--- src/rtl/mc_ctrl_if.sv ---
// mc_ctrl_if: decoded-instruction inputs and datapath control outputs of the multi-cycle controller.
interface mc_ctrl_if;
  logic [31:0] instr;
  logic        zero;
  logic        pc_en;
  logic [1:0]  npc_sel;
  logic        ir_en;
  logic        reg_we;
  logic [1:0]  reg_dst;
  logic [1:0]  wd_sel;
  logic        alu_src;
  logic [1:0]  alu_op;
  logic [1:0]  ext_op;
  logic        mem_we;
  logic        done;
  modport master (
    input  instr, zero,
    output pc_en, npc_sel, ir_en, reg_we, reg_dst, wd_sel, alu_src, alu_op, ext_op, mem_we, done
  );
  modport slave (
    output instr, zero,
    input  pc_en, npc_sel, ir_en, reg_we, reg_dst, wd_sel, alu_src, alu_op, ext_op, mem_we, done
  );
endinterface

--- src/rtl/mc_ctrl.sv ---
// mc_ctrl: multi-cycle MIPS control FSM sequencing FETCH/DECODE/EXEC/MEM/WB.
module mc_ctrl #(
  parameter logic [2:0] RESET_STATE = 3'd0
) (
  input  logic       clk,
  input  logic       reset,
  mc_ctrl_if.master  bus,
  output logic [2:0] state
);
  typedef enum logic [2:0] {FETCH = 3'd0, DECODE = 3'd1, EXEC = 3'd2, MEM = 3'd3, WB = 3'd4} state_t;
  state_t state_q, state_d;
  logic [5:0] op, funct;
  logic rtype, addu, subu, jr, ori, lw, sw, beq, lui, j, jal, unk;
  logic [1:0] alu_op_i, ext_op_i;
  logic alu_src_i;
  assign op    = bus.instr[31:26];
  assign funct = bus.instr[5:0];
  assign rtype = op == 6'b000000;
  assign addu  = rtype && funct == 6'b100001;
  assign subu  = rtype && funct == 6'b100011;
  assign jr    = rtype && funct == 6'b001000;
  assign ori   = op == 6'b001101;
  assign lw    = op == 6'b100011;
  assign sw    = op == 6'b101011;
  assign beq   = op == 6'b000100;
  assign lui   = op == 6'b001111;
  assign j     = op == 6'b000010;
  assign jal   = op == 6'b000011;
  assign unk   = !(addu || subu || jr || ori || lw || sw || beq || lui || j || jal);
  // ALU/extender setup chosen in EXEC and held through MEM and WB
  assign alu_op_i  = (subu || beq) ? 2'd1 : (ori || lui) ? 2'd2 : 2'd0;
  assign alu_src_i = ori || lui || lw || sw;
  assign ext_op_i  = lui ? 2'd2 : (lw || sw || beq) ? 2'd1 : 2'd0;
  always_ff @(posedge clk)
    state_q <= reset ? state_t'(RESET_STATE) : state_d;
  always_comb begin
    state_d     = FETCH;
    bus.pc_en   = 1'b0;
    bus.npc_sel = 2'd0;
    bus.ir_en   = 1'b0;
    bus.reg_we  = 1'b0;
    bus.reg_dst = 2'd0;
    bus.wd_sel  = 2'd0;
    bus.alu_src = 1'b0;
    bus.alu_op  = 2'd0;
    bus.ext_op  = 2'd0;
    bus.mem_we  = 1'b0;
    bus.done    = 1'b0;
    if (!reset) begin
      if (state_q == EXEC || state_q == MEM || state_q == WB) begin
        bus.alu_op  = alu_op_i;
        bus.alu_src = alu_src_i;
        bus.ext_op  = ext_op_i;
      end
      case (state_q)
        FETCH: begin
          bus.ir_en = 1'b1;
          bus.pc_en = 1'b1;
          state_d   = DECODE;
        end
        DECODE: begin
          bus.pc_en   = j || jal || jr;
          bus.npc_sel = jr ? 2'd3 : (j || jal) ? 2'd2 : 2'd0;
          bus.reg_we  = jal;
          bus.reg_dst = jal ? 2'd2 : 2'd0;
          bus.wd_sel  = jal ? 2'd2 : 2'd0;
          bus.done    = j || jal || jr || unk;
          if (!(j || jal || jr || unk)) state_d = EXEC;
        end
        EXEC: begin
          bus.pc_en   = beq && bus.zero;
          bus.npc_sel = beq ? 2'd1 : 2'd0;
          bus.done    = beq;
          if (lw || sw) state_d = MEM;
          else if (!beq) state_d = WB;
        end
        MEM: begin
          bus.mem_we = sw;
          bus.done   = sw;
          if (!sw) state_d = WB;
        end
        WB: begin
          bus.reg_we  = 1'b1;
          bus.done    = 1'b1;
          bus.reg_dst = (addu || subu) ? 2'd1 : 2'd0;
          bus.wd_sel  = lw ? 2'd1 : 2'd0;
        end
        default: ;
      endcase
    end
  end
  assign state = state_q;
endmodule

--- src/flat_wrapper.sv ---
// flat-port wrapper written by rule: the top's interface ports become plain ports
module mc_ctrl_flat 
#(
  parameter logic [2:0] RESET_STATE = 3'd0
)
  (clk, reset, state, bus_instr, bus_zero, bus_pc_en, bus_npc_sel, bus_ir_en, bus_reg_we, bus_reg_dst, bus_wd_sel, bus_alu_src, bus_alu_op, bus_ext_op, bus_mem_we, bus_done);
  mc_ctrl_if bus_i ();
  input  logic clk;
  input  logic reset;
  output logic [2:0] state;
  input wire logic [$bits(bus_i.instr)-1:0] bus_instr;
  input wire logic [$bits(bus_i.zero)-1:0] bus_zero;
  output wire logic [$bits(bus_i.pc_en)-1:0] bus_pc_en;
  output wire logic [$bits(bus_i.npc_sel)-1:0] bus_npc_sel;
  output wire logic [$bits(bus_i.ir_en)-1:0] bus_ir_en;
  output wire logic [$bits(bus_i.reg_we)-1:0] bus_reg_we;
  output wire logic [$bits(bus_i.reg_dst)-1:0] bus_reg_dst;
  output wire logic [$bits(bus_i.wd_sel)-1:0] bus_wd_sel;
  output wire logic [$bits(bus_i.alu_src)-1:0] bus_alu_src;
  output wire logic [$bits(bus_i.alu_op)-1:0] bus_alu_op;
  output wire logic [$bits(bus_i.ext_op)-1:0] bus_ext_op;
  output wire logic [$bits(bus_i.mem_we)-1:0] bus_mem_we;
  output wire logic [$bits(bus_i.done)-1:0] bus_done;
  assign bus_i.instr = bus_instr;
  assign bus_i.zero = bus_zero;
  assign bus_pc_en = bus_i.pc_en;
  assign bus_npc_sel = bus_i.npc_sel;
  assign bus_ir_en = bus_i.ir_en;
  assign bus_reg_we = bus_i.reg_we;
  assign bus_reg_dst = bus_i.reg_dst;
  assign bus_wd_sel = bus_i.wd_sel;
  assign bus_alu_src = bus_i.alu_src;
  assign bus_alu_op = bus_i.alu_op;
  assign bus_ext_op = bus_i.ext_op;
  assign bus_mem_we = bus_i.mem_we;
  assign bus_done = bus_i.done;
  mc_ctrl #(.RESET_STATE(RESET_STATE)) u_core (.clk(clk), .reset(reset), .bus(bus_i), .state(state));
endmodule
--- config.mk ---
export PLATFORM = sky130hd
export DESIGN_NAME = mc_ctrl_flat
export DESIGN_NICKNAME = d
export VERILOG_FILES = /design/src/rtl/mc_ctrl_if.sv /design/src/rtl/mc_ctrl.sv /design/src/flat_wrapper.sv
export SDC_FILE = /design/constraint.sdc
export NUM_CORES = 1
export LEC_CHECK = 0
export CAP_MARGIN = 30
export CORE_MARGIN = 3
export CORE_UTILIZATION = 30
export DETAILED_ROUTE_END_ITERATION = 8
export HOLD_SLACK_MARGIN = 0.1
export PLACE_DENSITY = 0.91
export SYNTH_ARGS = -nofsm -noshare
export SYNTH_HDL_FRONTEND = slang
export SYNTH_SLANG_ARGS = --single-unit
--- constraint.sdc ---
create_clock -name clk -period 3 [get_ports clk]
set_input_delay 0.6 -clock clk [delete_from_list [all_inputs] [get_ports clk]]
set_output_delay 0.6 -clock clk [all_outputs]
set_load 0.01 [all_outputs]
==> flow_results.org, run 1 <==
** Outcome
- Result of the run :: completed

** Detailed routing
- Number of iterations in the first detailed-routing pass :: 4
- Wires add up to about 1.9 mm.
- After detailed routing, the number of remaining DRC violations is 0.
- Number of antenna-violating nets in the routed design :: 0
- The first routing iteration left 15 violations.
- Vias post-DR :: between 700 and 800
- Dividing the detail-routed via count by the number of cells gives around 5.4.
- Routed wire length per instance :: 13.7 um

** Clock tree
- Counting along the longest clock path gives a buffer depth of 2.
- Clock tree root buffer cell :: clkbuf_4
- Clock tree from TritonCTS :: yes
- For this design, the CTS-stage hold fixing added 0 buffers.
- CTS H-tree lvls :: 1
- In this run, CTS created clock tree buffers numbering 3.
- Clock-pin slew was measured on the worst setup and hold paths at 0.04 ns.
- Clk sinks :: 3
- Latest clock arrival within the worst-skew pair :: 0.26 ns

** Place
- The count of buffers added on input and output ports is 33.
- DP Worst Slack :: -0.349 ns
- Cell area reported after detailed placement :: around 950 sq um
- In this run, placement finished with an instance count of 131.
- Final weighted congestion of routability-driven global placement :: 0.865
- Half-perimeter wire length of the detailed placement result :: around 1.5 mm

** Die
- Initial cell density of the core :: between 30% and 40%
- The initialized floorplan defines 14 standard-cell rows.
- Core box area :: roughly 1600 sq um
- Measured along the y axis, the die boundary spans approximately 47 um.
- Pin placement for this block handled 54 I/O pins.
- The floorplan step set the die width to ~47 um.
- The die covers between 2000 and 2500 sq um.

** Yosys
- The synthesized design devotes to its leading area cell type a little under an eighth of total area.
- For this run, asynchronously set or reset flops after synthesis account for 0%.
- Gate count of the mapped netlist :: 72
- A synthesized cell averages roughly 7 sq um.
- The synthesized design contains 0 enable-type register cells.
- Synth Flop Type :: dfxtp_1
- By area the synthesized netlist is led by dfxtp_1 (12%), nor2_1 (8.8%), nand4_1 (4.9%), inv_1 (4.4%), nor3_1 (3.9%).
- Commonest cells in the netlist :: nor2_1 (12), inv_1 (6), nand4_1 (4), nor3_1 (4)
- Yosys Warn Count :: 0
- After synthesis the netlist holds a flip-flop and latch count of 3.
- Number of distinct library cells after synthesis :: between 40 and 50
- Summing every instance area after synthesis gives around 500 sq um.
- Share of the yosys chip area belonging to registers :: 11.8%
- The most common cell in the synthesized netlist is nor2_1.
- When the netlist entered floorplanning its net count stood at 107.
- dfxtp_1 takes more of the synthesized area than any other cell.

** Worst setup path
- Along the worst path, the maximum fanout reaches 5.
- Cell Chain, Critical Path :: clkdlybuf4s50_1 > buf_4 > inv_1 > a211o_1 > and4_4 > o31a_1 > dlygate4sd2_1
- Counting cells, the worst reg-to-reg path comes to 3.
- By startpoint and endpoint, the worst setup path is classified as primary input to output pin.
- The worst setup path is captured at an output pin.
- Slowest cell delay on critical path :: roughly 0.53 ns
- Cell at the slowest stage of the critical path :: clkdlybuf4s50_1
- Register-to-Register Setup Slack :: approximately 1.9 ns
- Worst reg2reg endpoint :: u_core.state[1]$_SDFF_PP0_
- Startpoint of the worst-slack reg-to-reg timing path :: u_core.state[1]$_SDFF_PP0_
- Data arrival time of the critical path :: roughly 2.3 ns
- Critical path launch point type :: primary input
- Data required time of the critical path :: around 2.4 ns

** Cells and area
- Leaving out filler cells and counting taps, the final layout contains 137.
- Area of the multi-input gates :: a little over 400 sq um
- Once layout is complete, the utilization of the core stands at 64.0%.
- FF+latch area :: 60.1 sq um
- The area growth from synthesis to layout is 96.1%.
- The finished cells cover about 1000 sq um.
- The filler cells instantiated in the layout total about 140.
- For this run, the post-layout net count is 157.
- The register with the most flip-flops in the layout has 3 of them.
- Fraction of layout cells with a size suffix above 1 :: approximately a quarter
- 0 antenna diodes ended up in the layout.

** Timing
- On the final layout, the worst clock skew is between 0.004 and 0.005 ns.
- Max-slew violation count :: 0
- Setup repair after global routing left no endpoint under its margin.
- After layout, the worst setup slack is 0.0809 ns.
- At the pin with the least slew margin, the transition time is 0.366 ns.
- The number of hold-slack violations in the final timing report was 0.
- Derived from the worst setup path, the maximum achievable clock frequency is 343 MHz.
- Setup violations remaining at the end of the flow were counted as 0.
- Counting I/O delays and the setup requirement, the final critical path takes between 2 and 3 ns.
- Fraction of the cycle the final worst path needs :: about 100%
- Worst relative slew slack :: roughly 75%

** Power and ir drop
- In this run the static leakage power is 0.531 nW.
- Dividing total power by cell area gives a power density of 198 nW/um^2.
- Total Power Consumption :: ~200 uW
- Worst IR Drop VDD :: 143 uV

** Global route
- Maximum number of pins on one net before global-route repair :: 13
- Gr usage total :: 18.5%
- Wire length of the first global-routing pass :: ~2.8 mm
- Global routing finished with a remaining overflow of 0.
- The number of antenna violations at the first check in global routing is 0.
- Vias in the first global route :: between 600 and 700

** Min path
- The path with the worst hold slack has its endpoint at u_core.state[2]$_SDFF_PP0_.
- Min-Delay Startpoint :: u_core.state[1]$_SDFF_PP0_
- Class of the most critical hold timing path :: register to register
- Hold Path Cell Cnt :: 2

** Job
- Across the run, the number of max-cap violations was 0.
area by class of cell:
type                            count  area share (%)
Sequential cell                     3            6.02
Multi-Input combinational cell     58            40.6
Inverter                            6            2.26
Clock buffer                        4            2.63
Tap cell                           16            2.01
Timing Repair Buffer               50            46.5
cell families (layout without fill, tap and decap cells):
kind of cell / after synthesis / after routing / share of synthesized area [%]
simple gates: 43 / 43 / 54.5
compound gates: 15 / 15 / 24.6
buf+inv: 11 / 60 / 9.09
flops: 3 / 3 / 11.8
layer usage:
metal	up-vias	GRT usage, %	share of wire (%)
met1	339	22.3	40
met4	0	9.94	1.5
met3	5	5.75	8.5
met5	-	0	0
li1	364	-	-
met2	37	29.0	50
worst max-delay path: cells and delay by family:
family	cells	cell delay, ns
AND/OR/NAND/NOR	1	0.19
buffers and inverters	4	1.01
AO/OA/AOI/OAI	2	0.51
power breakdown:
group          switching [mW]  internal, mW  total (mW)  leakage [nW]
sequential            0.00115        0.0414      0.0425        0.0245
combinational          0.0324        0.0418      0.0742         0.491
clock                  0.0308        0.0505      0.0813        0.0150
total                  0.0644         0.134       0.198         0.531
metrics by stage:
| stage | hold WS (ns) | setup TNS [ns] |
|---|---|---|
| final | 0.614 | 0 |
| after global routing | 0.656 | 0 |
| after CTS | 0.605 | 0 |
| after detailed placement | 0.599 | -1.24 |
| after global placement | 0.602 | -0.892 |
| after floorplan | 0.673 | 0 |
timing repair:
action | CTS | global route
pin swaps | 4 | 3
endpoints found under the setup margin | 10 | 8
resized for setup | 9 | 11
setup buffers | 1 | 1
cell usage in the layout (no fill, tap or decap), types with 2 or more instances in the layout:
cell / Yosys / final
nor3_1: 4 / 4
nand4_1: 4 / 4
dlygate4sd2_1: 0 / 8
o21a_1: 2 / 2
buf_4: 1 / 16
clkbuf_4: 0 / 3
nor2b_1: 2 / 2
nand2_1: 3 / 3
inv_1: 6 / 6
nand2b_1: 2 / 2
nand3b_1: 2 / 2
nor2_1: 12 / 11
clkdlybuf4s50_1: 0 / 17
dlymetal6s2s_1: 0 / 7
dfxtp_1: 3 / 3
worst max path at each step:
stage	startpoint	to	slack, ns	depth (start not counted)
2_1_floorplan	bus_instr[26]	bus_pc_en	0.73	4
3_3_place_gp	bus_instr[26]	bus_pc_en	-0.31	6
3_5_place_dp	bus_instr[26]	bus_pc_en	-0.35	6
4_1_cts	bus_instr[27]	bus_npc_sel[1]	0.0003	6
5_1_grt	bus_instr[26]	bus_done	0.002	8
6_report	bus_instr[26]	bus_done	0.08	7
No activity file was read; power rests on OpenSTA's default activity.
==> run 2, diff against run 1 <==
--- a/config.mk
+++ b/config.mk
@@ -5,7 +5,6 @@
 export SDC_FILE = /design/constraint.sdc
 export NUM_CORES = 1
 export LEC_CHECK = 0
-export CAP_MARGIN = 30
 export CORE_MARGIN = 3
 export CORE_UTILIZATION = 30
 export DETAILED_ROUTE_END_ITERATION = 8
==> results of run 2 <==
Same layout as run 1: the final DEF is identical, and so are final timing and power.
